--- src/rtl/buzzer_sched_pkg.sv ---
// Shared types for the buzzer scheduler: scheduler state encodings, the
// centre-FSM state constants and the bit positions of the mistake sources.
package buzzer_sched_pkg;

    typedef enum logic [2:0] {
        S_IDLE     = 3'd0,
        S_MISTAKE  = 3'd1,
        S_SUCCESS  = 3'd2,
        S_CHIRP    = 3'd3,
        S_DETONATE = 3'd4
    } sched_state_t;

    typedef enum logic [2:0] {
        CTR_IDLE       = 3'd0,
        CTR_ARMED      = 3'd1,
        CTR_ACTIVATED  = 3'd2,
        CTR_DEFUSED    = 3'd3,
        CTR_DETONATING = 3'd4
    } ctr_state_t;

    localparam int MIS_WIRES     = 0;
    localparam int MIS_MEMORY    = 1;
    localparam int MIS_PASSWORDS = 2;
    localparam int MIS_MAZE      = 3;
    localparam int MIS_MORSE     = 4;
    localparam int MIS_N         = 5;

    function automatic logic is_pattern(input sched_state_t s);
        return (s == S_MISTAKE) || (s == S_SUCCESS) || (s == S_CHIRP);
    endfunction

endpackage

--- src/rtl/buzzer_sched_if.sv ---
// Request and status bundle between the sound requesters and the buzzer
// scheduler; the scheduler connects through the slave modport.
interface buzzer_sched_if;
    import buzzer_sched_pkg::*;

    logic             tick_10ms;
    logic             game_en;
    logic [MIS_N-1:0] mistake_pulse;
    logic             success_pulse;
    logic             chirp_pulse;
    logic             morse_sig;
    logic             detonate;
    logic             bebe_o;
    logic [2:0]       src_o;
    logic             busy_o;

    modport master (
        output tick_10ms, game_en, mistake_pulse, success_pulse,
               chirp_pulse, morse_sig, detonate,
        input  bebe_o, src_o, busy_o
    );

    modport slave (
        input  tick_10ms, game_en, mistake_pulse, success_pulse,
               chirp_pulse, morse_sig, detonate,
        output bebe_o, src_o, busy_o
    );

endinterface

--- src/rtl/buzzer_sched_pattern.sv ---
// Tick-driven tone pattern: a duration counter that ends the pattern and a
// phase counter that flips the tone every half-period when toggling is enabled.
module beep_pattern_gen #(
    parameter int CNT_W = 10
) (
    input  logic             clk,
    input  logic             rst,
    input  logic             tick,
    input  logic             run,
    input  logic             restart,
    input  logic             toggle_en,
    input  logic [CNT_W-1:0] half,
    input  logic [CNT_W-1:0] len,
    output logic             tone,
    output logic             done
);
    logic [CNT_W-1:0] dur_cnt_reg;
    logic [CNT_W-1:0] ph_cnt_reg;
    logic             tone_reg;
    logic             ph_wrap;

    // done is combinational so the scheduler can leave on the very tick that
    // ends the pattern; the counters then hold instead of incrementing.
    assign done    = run & tick & (dur_cnt_reg == len - CNT_W'(1));
    assign ph_wrap = toggle_en & (ph_cnt_reg == half - CNT_W'(1));
    assign tone    = tone_reg;

    always_ff @(posedge clk or negedge rst) begin
        if (!rst) begin
            dur_cnt_reg <= '0;
            ph_cnt_reg  <= '0;
            tone_reg    <= 1'b0;
        end else if (restart) begin
            dur_cnt_reg <= '0;
            ph_cnt_reg  <= '0;
            tone_reg    <= 1'b1;
        end else if (!run) begin
            dur_cnt_reg <= '0;
            ph_cnt_reg  <= '0;
            tone_reg    <= 1'b0;
        end else if (tick && !done) begin
            dur_cnt_reg <= dur_cnt_reg + CNT_W'(1);
            if (ph_wrap) begin
                ph_cnt_reg <= '0;
                tone_reg   <= ~tone_reg;
            end else begin
                ph_cnt_reg <= ph_cnt_reg + CNT_W'(1);
            end
        end
    end

endmodule

--- src/rtl/buzzer_sched.sv ---
// Fixed-priority owner of the piezo buzzer: latches requests that arrive while
// busy, plays the granted pattern and drives a registered buzzer output.
module buzzer_sched
    import buzzer_sched_pkg::*;
#(
    parameter int BEEP_HALF     = 5,
    parameter int MISTAKE_LEN   = 150,
    parameter int SUCCESS_BEEPS = 3,
    parameter int CHIRP_LEN     = 3,
    parameter int CNT_W         = 10
) (
    input  logic          clk,
    input  logic          rst,
    buzzer_sched_if.slave bus
);
    localparam logic [CNT_W-1:0] HALF_W    = CNT_W'(BEEP_HALF);
    localparam logic [CNT_W-1:0] MIS_LEN_W = CNT_W'(MISTAKE_LEN);
    localparam logic [CNT_W-1:0] SUC_LEN_W = CNT_W'(2 * SUCCESS_BEEPS * BEEP_HALF);
    localparam logic [CNT_W-1:0] CHP_LEN_W = CNT_W'(CHIRP_LEN);

    sched_state_t     state_reg, state_next;
    logic             pend_mis_reg, pend_mis_next;
    logic             pend_suc_reg, pend_suc_next;
    logic             pend_chp_reg, pend_chp_next;
    logic             bebe_reg, bebe_next;

    logic             any_mis;
    logic             want_mis, want_suc, want_chp;
    logic             clr_all;
    logic             restart;
    logic             run;
    logic             toggle_en;
    logic [CNT_W-1:0] len_sel;
    logic             tone;
    logic             done;

    assign any_mis  = |bus.mistake_pulse;
    assign want_mis = any_mis | pend_mis_reg;
    assign want_suc = bus.success_pulse | pend_suc_reg;
    assign want_chp = bus.chirp_pulse | pend_chp_reg;
    assign clr_all  = bus.detonate | (state_reg == S_DETONATE);

    assign run       = is_pattern(state_reg);
    assign toggle_en = (state_reg != S_CHIRP);
    assign len_sel   = (state_reg == S_MISTAKE) ? MIS_LEN_W :
                       (state_reg == S_SUCCESS) ? SUC_LEN_W : CHP_LEN_W;

    beep_pattern_gen #(
        .CNT_W     (CNT_W)
    ) u_pattern (
        .clk       (clk),
        .rst       (rst),
        .tick      (bus.tick_10ms),
        .run       (run),
        .restart   (restart),
        .toggle_en (toggle_en),
        .half      (HALF_W),
        .len       (len_sel),
        .tone      (tone),
        .done      (done)
    );

    always_ff @(posedge clk or negedge rst) begin
        if (!rst) begin
            state_reg    <= S_IDLE;
            pend_mis_reg <= 1'b0;
            pend_suc_reg <= 1'b0;
            pend_chp_reg <= 1'b0;
            bebe_reg     <= 1'b0;
        end else begin
            state_reg    <= state_next;
            pend_mis_reg <= pend_mis_next;
            pend_suc_reg <= pend_suc_next;
            pend_chp_reg <= pend_chp_next;
            bebe_reg     <= bebe_next;
        end
    end

    always_comb begin
        state_next = state_reg;
        restart    = 1'b0;
        if (bus.detonate) begin
            state_next = S_DETONATE;
        end else if (!bus.game_en) begin
            // Outside the active game only the success jingle may still play.
            if (state_reg == S_SUCCESS) begin
                if (done) state_next = S_IDLE;
            end else if (state_reg == S_IDLE && want_suc) begin
                state_next = S_SUCCESS;
            end else begin
                state_next = S_IDLE;
            end
        end else begin
            case (state_reg)
                S_IDLE: begin
                    if (want_mis)      state_next = S_MISTAKE;
                    else if (want_suc) state_next = S_SUCCESS;
                    else if (want_chp) state_next = S_CHIRP;
                end
                S_MISTAKE: begin
                    if (any_mis)   restart    = 1'b1;
                    else if (done) state_next = S_IDLE;
                end
                S_SUCCESS: begin
                    if (done) state_next = S_IDLE;
                end
                S_CHIRP: begin
                    if (any_mis)   state_next = S_MISTAKE;
                    else if (done) state_next = S_IDLE;
                end
                S_DETONATE: state_next = S_IDLE;
                default:    state_next = S_IDLE;
            endcase
        end
        if (is_pattern(state_next) && state_next != state_reg) restart = 1'b1;
    end

    // A latch stays clear when its pulse is consumed by an entry or retrigger.
    always_comb begin
        pend_mis_next = pend_mis_reg;
        pend_suc_next = pend_suc_reg;
        pend_chp_next = pend_chp_reg;

        if (clr_all || !bus.game_en)      pend_mis_next = 1'b0;
        else if (state_next == S_MISTAKE) pend_mis_next = 1'b0;
        else if (any_mis)                 pend_mis_next = 1'b1;

        if (clr_all)                                                  pend_suc_next = 1'b0;
        else if (state_next == S_SUCCESS && state_reg != S_SUCCESS)   pend_suc_next = 1'b0;
        else if (bus.success_pulse)                                   pend_suc_next = 1'b1;

        if (clr_all || !bus.game_en)                                  pend_chp_next = 1'b0;
        else if (state_next == S_CHIRP && state_reg != S_CHIRP)       pend_chp_next = 1'b0;
        else if (bus.chirp_pulse)                                     pend_chp_next = 1'b1;
    end

    always_comb begin
        bebe_next = 1'b0;
        if (state_reg == S_IDLE)          bebe_next = bus.game_en & bus.morse_sig;
        else if (state_reg == S_DETONATE) bebe_next = 1'b1;
        else                              bebe_next = tone;
    end

    assign bus.bebe_o = bebe_reg;
    assign bus.src_o  = state_reg;
    assign bus.busy_o = (state_reg != S_IDLE);

endmodule

--- src/flat_wrapper.sv ---
// flat-port wrapper written by rule: the top's interface ports become plain ports
module buzzer_sched_flat import buzzer_sched_pkg::*;
#(
    parameter int BEEP_HALF     = 5,
    parameter int MISTAKE_LEN   = 150,
    parameter int SUCCESS_BEEPS = 3,
    parameter int CHIRP_LEN     = 3,
    parameter int CNT_W         = 10
)
  (clk, rst, bus_tick_10ms, bus_game_en, bus_mistake_pulse, bus_success_pulse, bus_chirp_pulse, bus_morse_sig, bus_detonate, bus_bebe_o, bus_src_o, bus_busy_o);
  buzzer_sched_if bus_i ();
  input  logic clk;
  input  logic rst;
  input wire logic [$bits(bus_i.tick_10ms)-1:0] bus_tick_10ms;
  input wire logic [$bits(bus_i.game_en)-1:0] bus_game_en;
  input wire logic [$bits(bus_i.mistake_pulse)-1:0] bus_mistake_pulse;
  input wire logic [$bits(bus_i.success_pulse)-1:0] bus_success_pulse;
  input wire logic [$bits(bus_i.chirp_pulse)-1:0] bus_chirp_pulse;
  input wire logic [$bits(bus_i.morse_sig)-1:0] bus_morse_sig;
  input wire logic [$bits(bus_i.detonate)-1:0] bus_detonate;
  output wire logic [$bits(bus_i.bebe_o)-1:0] bus_bebe_o;
  output wire logic [$bits(bus_i.src_o)-1:0] bus_src_o;
  output wire logic [$bits(bus_i.busy_o)-1:0] bus_busy_o;
  assign bus_i.tick_10ms = bus_tick_10ms;
  assign bus_i.game_en = bus_game_en;
  assign bus_i.mistake_pulse = bus_mistake_pulse;
  assign bus_i.success_pulse = bus_success_pulse;
  assign bus_i.chirp_pulse = bus_chirp_pulse;
  assign bus_i.morse_sig = bus_morse_sig;
  assign bus_i.detonate = bus_detonate;
  assign bus_bebe_o = bus_i.bebe_o;
  assign bus_src_o = bus_i.src_o;
  assign bus_busy_o = bus_i.busy_o;
  buzzer_sched #(.BEEP_HALF(BEEP_HALF), .MISTAKE_LEN(MISTAKE_LEN), .SUCCESS_BEEPS(SUCCESS_BEEPS), .CHIRP_LEN(CHIRP_LEN), .CNT_W(CNT_W)) u_core (.clk(clk), .rst(rst), .bus(bus_i));
endmodule
--- config.mk ---
export PLATFORM = sky130hd
export DESIGN_NAME = buzzer_sched_flat
export DESIGN_NICKNAME = d
export VERILOG_FILES = /design/src/rtl/buzzer_sched_pkg.sv /design/src/rtl/buzzer_sched_if.sv /design/src/rtl/buzzer_sched_pattern.sv /design/src/rtl/buzzer_sched.sv /design/src/flat_wrapper.sv
export SDC_FILE = /design/constraint.sdc
export NUM_CORES = 1
export LEC_CHECK = 0
export BUFFER_PORTS_ARGS = -buffer_cell sky130_fd_sc_hd__buf_2
export CORE_MARGIN = 2
export CORE_UTILIZATION = 40
export CTS_CLUSTER_DIAMETER = 200
export DETAILED_ROUTE_END_ITERATION = 12
export GPL_TIMING_DRIVEN = 0
export REMOVE_ABC_BUFFERS = 1
export SLEW_MARGIN = 20
export SYNTH_ARGS = -nofsm -noshare
export SYNTH_HDL_FRONTEND = slang
export SYNTH_SLANG_ARGS = --single-unit
--- constraint.sdc ---
create_clock -name clk -period 3.8 [get_ports clk]
set_input_delay 0 -clock clk [delete_from_list [all_inputs] [get_ports clk]]
set_output_delay 0 -clock clk [all_outputs]
set_load 0.01 [all_outputs]
# [After elaboration in Yosys (flattened, before gate mapping)]
# Cells that the tools add are included.
[op_classes] reduce_logical=19 muxes=40 n_eq_ne=14 bitwise_logic=9 add_sub_neg=3
[op_table] cell="two-way mux 10 bit" n=8
[op_table] cell="two-way mux 3 bit" n=9
[op_table] cell="adder 10 x 1 -> 10 bit, second input constant" n=2
[op_table] cell="two-way mux 1 bit" n=20
[op_table] cell="equality test 3 x 2 -> 1 bit, second input constant" n=4
[op_table] cell="case mux 3 bit (4 select lines)" n=1
[op_table] cell="nonzero test 3 bit" n=4
[op_table] cell="equality test 10 bit" n=1
[op_table] cell="equality test 10 x 3 -> 1 bit, second input constant" n=1
[op_table] cell="subtractor 10 x 1 -> 10 bit, second input constant" n=1
[op_table] cell="equality test 3 x 1 -> 1 bit, second input constant" n=2
[op_table] cell="!= test 3 x 1 -> 1 bit, second input constant" n=2
[op_table] cell="!= test 3 x 2 -> 1 bit, second input constant" n=2
[op_table] cell="logical AND 1 bit" n=5
[op_table] cell="logical OR 1 bit" n=5
[op_table] cell="two-way mux 5 bit" n=1
[op_table] cell="OR reduction 5 bit" n=1
[op_table] cell="AND 1 bit" n=4
[op_table] cell="bitwise OR 1 bit" n=4
[op_table] cell="equality test 3 bit, second input constant" n=1
[op_table] cell="logical NOT 3 bit" n=1
[op_table] cell="!= test 3 bit" n=1
[op_table] cell="logical NOT 1 bit" n=2
[op_table] cell="two-way mux 2 bit" n=1
[op_table] cell="other kinds (2)" n=2
[totals] wordCells=93 reg_bits=28 output_inout_bits=5 inputBits=13

# [Logic depth before layout (Yosys ltp)]
[logic_depth] word_depth=18 depth_mapped=10 ltp_nobuf=10

# [Cells and area by module]
# From an unflattened synthesis, not the netlist that was laid out.
[unflattened] cells_unflattened=280 area_unflattened_um2=2334.7
[modules_own_cells] module="beep_pattern_gen" cells_each=217 seq_area_each_um2=525.5 area_each_um2=1794.2 instances=1
[modules_own_cells] module="buzzer_sched" cells_each=63 seq_area_each_um2=175.2 area_each_um2=540.5 instances=1

# [Worst setup path after synthesis]
# No wires, ideal clock.
[synth_timing] path_type="register to register" from="register u_core.state_reg[2], in the netlist u_core.bus.src_o[2]" to="register u_core.u_pattern.ph_cnt_reg[6]" required_ps=3722 setup_time_ps=78 path_buffers=1 synth_period_minus_slack_ps=2557 arrival_ps=2479 setup_slack_ps=1243 path_stages_with_launch=10 path_cell_list="dfrtp_1 -> buf_2 -> nor3b_2 -> nand2b_1 -> or3_1 -> a21oi_1 -> o31a_2 -> a21oi_2 -> or4_1 -> a21boi_1"
[synth_between] elab_chain_cells=17 word_cells_on_any_way=44 classes_between="1 x add/sub; 10 x eq/ne; 21 x mux; 3 x bitwise; 9 x reduce/logical"
[synth_lines] element="start, declared" line="buzzer_sched.sv:21" rtl="sched_state_t state_reg, state_next;"
[synth_lines] element="start signal, assigned" line="buzzer_sched.sv:71" rtl="state_reg <= state_next;"
[synth_lines] element="equality test 3 x 2 -> 1 bit"
[synth_lines] element="two-way mux 5 bit" line="buzzer_sched.sv:46" rtl="(state_reg == S_SUCCESS) ? SUC_LEN_W : CHP_LEN_W;"
[synth_lines] element="two-way mux 10 bit" line="buzzer_sched.sv:45" rtl="assign len_sel = (state_reg == S_MISTAKE) ? MIS_LEN_W :"
[synth_lines] element="subtractor 10 x 1 -> 10 bit" line="buzzer_sched_pattern.sv:24" rtl="assign done = run & tick & (dur_cnt_reg == len - CNT_W'(1));"
[synth_lines] element="equality test 10 bit" line="buzzer_sched_pattern.sv:24"
[synth_lines] element="AND 1 bit" line="buzzer_sched_pattern.sv:24"
[synth_lines] element="two-way mux 3 bit"
[synth_lines] element="two-way mux 3 bit, on equally long branches" line="buzzer_sched.sv:108, buzzer_sched.sv:101"
[synth_lines] element="case mux 3 bit (4 select lines)" line="buzzer_sched.sv:94" rtl="case (state_reg)"
[synth_lines] element="two-way mux 3 bit" line="buzzer_sched.sv:84" rtl="end else if (!bus.game_en) begin"
[synth_lines] element="two-way mux 3 bit" line="buzzer_sched.sv:82" rtl="if (bus.detonate) begin"
[synth_lines] element="equality test 3 x 1 -> 1 bit / equality test 3 x 2 -> 1 bit (equally long branches)" line="buzzer_sched_pkg.sv:29" rtl="return (s == S_MISTAKE) || (s == S_SUCCESS) || (s == S_CHIRP);"
[synth_lines] element="logical OR 1 bit (2 in series)" line="buzzer_sched_pkg.sv:29"
[synth_lines] element="logical AND 1 bit" line="buzzer_sched.sv:115" rtl="if (is_pattern(state_next) && state_next != state_reg) restart = 1'b1;"
[synth_lines] element="two-way mux 1 bit" line="buzzer_sched.sv:115"
[synth_lines] element="!= test 3 x 1 -> 1 bit (no source line) / two-way mux 10 bit (equally long branches)"
[synth_lines] element="end signal, assigned" line="buzzer_sched_pattern.sv:47" rtl="ph_cnt_reg <= ph_cnt_reg + CNT_W'(1);"
[synth_lines] element="end, declared" line="buzzer_sched_pattern.sv:18" rtl="logic [CNT_W-1:0] ph_cnt_reg;"
# Parallel ways exist; a longest one is shown, timed or not. The select of a mux whose other input is x is not followed.
# A chain may end at the register's enable or synchronous reset.

# [Worst setup path after layout]
[layout_timing] from="register u_core.state_reg[1], in the netlist u_core.bus.src_o[1]" to="register u_core.u_pattern.ph_cnt_reg[6]"
# The elaborated chain is that of the path after synthesis.

==> impl_metrics.csv <==
group,metric,value,unit
run_status,status,"complete, no violations",
timing,slew_viol_final,0,
die,die_area,4850,um^2
timing,whs,0.0115,ns
die,ioPinCount,18,
logic_synthesis,ys_seq_area_share,40.7,%
worst_hold_path,worstHoldStart,"bus_morse_sig",
logic_synthesis,syn_area_per_cell,8.57,um^2
route,wl_met1,1840,um
logic_synthesis,synth_most_common_cell,"dfrtp_1",
placement,globalplace.congestion,0.836,
global_routing,grt_pass1_wl,6420,um
die,fp.dieW,69.6,um
logic_synthesis,synth_flop_cell,"dfrtp_1",
timing,setup_viol,0,
timing,skew,0.0161,ns
clock_network,postCtsSetupRepairBufs,0,
setup_path,crit_fanout,15,
timing,fin_crit,3.00,ns
route,drt_iter0_drc,117,
timing,setup_ws,0.801,ns
worst_hold_path,hold_depth,3,
global_routing,gr-usage-all-layers,15.9,%
logic_synthesis,synth_top_area_share,40.7,%
clock_network,clk_pin_slew,0.10,ns
die,rows,23,
setup_path,r2r_setup_slack,0.80,ns
global_routing,grt_start_max_net_pins,29,
cells_and_area,drive_above_1_share,14.3,%
cells_and_area,nFillCells,418,
timing,fmax,0.333,GHz
route,maxUsedRoutingLayer,"met4",
clock_network,root_buffer,"clkbuf_8",
timing,worst_pin_slew,0.649,ns
logic_synthesis,synthCells,201,
logic_synthesis,post_synth_and_or_nand_nor_area_fraction,26.5,%
clock_network,clk_latency,0.28,ns
global_routing,grt_pass1_vias,1393,
power,power,613,uW
setup_path,setup.worst_path.start,"u_core.bus.src_o[1]",
clock_network,cts-buffers-inserted,3,
die,initial_core_util,42.2,%
die,core-area,4090,um^2
route,ant_nets,0,
timing,relSlewSlack,56.7,%
cells_and_area,antenna_cells,0,
setup_path,criticalPathCategory,"flip-flop to flip-flop",
placement,dpl.hpwl,2630,um
logic_synthesis,yosysTopAreaCell,"dfrtp_1",
setup_path,reg2regPathDepth,8,
cells_and_area,fin_cells,267,
cells_and_area,area_growth,12.3,%
clock_network,cts_sinks,28,
route,wl,3600,um
die,die_h,69.6,um
clock_network,cts_htree_levels,1,
setup_path,cp.arrival,3.21,ns
route,drt-vias-per-instance,5.38,
setup_path,r2r-start,"u_core.bus.src_o[1]",
route,wl_met2,1610,um
worst_hold_path,min_to,"u_core.bus.bebe_o",
route,drc,0,
route,wire_per_inst,13.5,um
logic_synthesis,synth_area,1720,um^2
route,wl_met3,120,um
placement,portBuffers,17,
clock_network,cts_tree,"yes",
route,dr_total_vias,1437,
power,peakVddDrop,0.206,mV
cells_and_area,fin_area,1940,um^2
logic_synthesis,synthMuxAreaShare,0,%
power,powerDensity,317,nW/um^2
placement,post_dp_cell_area,1840,um^2
logic_synthesis,yosys_warnings,0,
logic_synthesis,ys_ff_latch,28,
logic_synthesis,synthAdderAreaFrac,2.18,%
timing,tns,0,ns
worst_hold_path,holdCritPathClass,"primary input to flip-flop",
setup_path,timing.rr.end,"u_core.u_pattern.ph_cnt_reg[6]",
logic_synthesis,synth_area_leaders,"dfrtp_1, nor2_1, a21oi_1",
route,drt_pass1_iterations,4,
setup_path,critPathCaptureType,"flip-flop",
logic_synthesis,synth_edf_count,0,
placement,pre_cts_ws,0.802,ns
logic_synthesis,ys_top_cells_by_count,"dfrtp_1, nor2_1, a21oi_1",
cells_and_area,post-route-util,47.4,%
logic_synthesis,synth-compound-area-share,21.9,%
setup_path,startpoint_type,"flip-flop",
logic_synthesis,synth_top_family_by_area,"simple AND/OR/NAND/NOR gates",
global_routing,globalRouteOverflowTotal,0,
setup_path,required,4.01,ns
logic_synthesis,synth_xor_area_share,4.58,%
flow_run,maxCapViolCount,0,
clock_network,clockBufferDepth,2,
timing,rsz0062_at_grt,"no",
timing,min_period_over_period,78.9,%
logic_synthesis,synthDistinctLibCells,41,
placement,dp_cells,261,
timing,hold_viol,0,
global_routing,antenna_found_initial,0,
cells_and_area,finalNetCount,234,
power,leakagePower,0.753,nW
logic_synthesis,async_flop_share,100,%
-- final cells by class --
cell class	count	area, um^2	share of cell area, %
multi-input combinational	156	955	49.3
timing repair buffer	20	113	5.82
clock inverter	1	30.0	1.55
tap	50	62.6	3.23
sequential	28	701	36.2
inverter	9	33.8	1.75
clock buffer	3	41.3	2.13
-- worst max-delay path by stage --
stage | end | slack (ns) | cells after the start
global placement | u_core.u_pattern.ph_cnt_reg[9] | 0.25 | 7
detailed placement | u_core.u_pattern.ph_cnt_reg[6] | 0.80 | 8
finish | u_core.u_pattern.ph_cnt_reg[6] | 0.80 | 8
global route | u_core.u_pattern.ph_cnt_reg[6] | 0.59 | 8
floorplan | u_core.u_pattern.ph_cnt_reg[5] | 0.96 | 8
CTS | u_core.u_pattern.ph_cnt_reg[6] | 0.78 | 8
-- metal layers --
| layer | global-route usage [%] | up-vias |
|---|---|---|
| li1 | - | 753 |
| met1 | 22.1 | 662 |
| met2 | 25.4 | 20 |
| met3 | 3.49 | 2 |
| met4 | 3.21 | 0 |
| met5 | 0 | - |
-- worst max-delay path: stages (launching register included) --
cell and delay (ns):
dfrtp_1 0.64, nor3b_2 0.37, nand2b_1 0.11, or3_1 0.33, a21oi_1 0.43, o31a_2 0.25
a21oi_2 0.13, or4_1 0.52, a21boi_1 0.15
-- repair_timing --
item,in CTS,in global routing
resized for setup,0,0
endpoints found under the hold margin,31,0
hold buffers,2,0
-- power breakdown --
| part | internal (mW) | switching [mW] |
|---|---|---|
| registers | 0.304 | 0.00937 |
| logic | 0.0272 | 0.0413 |
| clock network | 0.141 | 0.0901 |
-- placed cells by master, fill, tap and decap left out, drive strengths merged, types with 4 or more instances in the layout --
| master | count |
|---|---|
| nor3 | 6 |
| inv | 9 |
| nor2b | 4 |
| o21ai | 16 |
| or3 | 10 |
| buf | 18 |
| nand2 | 16 |
| xor2 | 5 |
| a21oi | 18 |
| xnor2 | 4 |
| a211oi | 4 |
| nand3 | 6 |
| a21boi | 5 |
| dfrtp | 28 |
| nor2 | 24 |
-- logic make-up after synthesis --
logic type | after synthesis
simple gates | 87
xor+xnor | 9
buf+inv | 17
compound gates | 57
fa+ha+maj | 3
flops | 28
No activity file was read; power rests on OpenSTA's default activity.
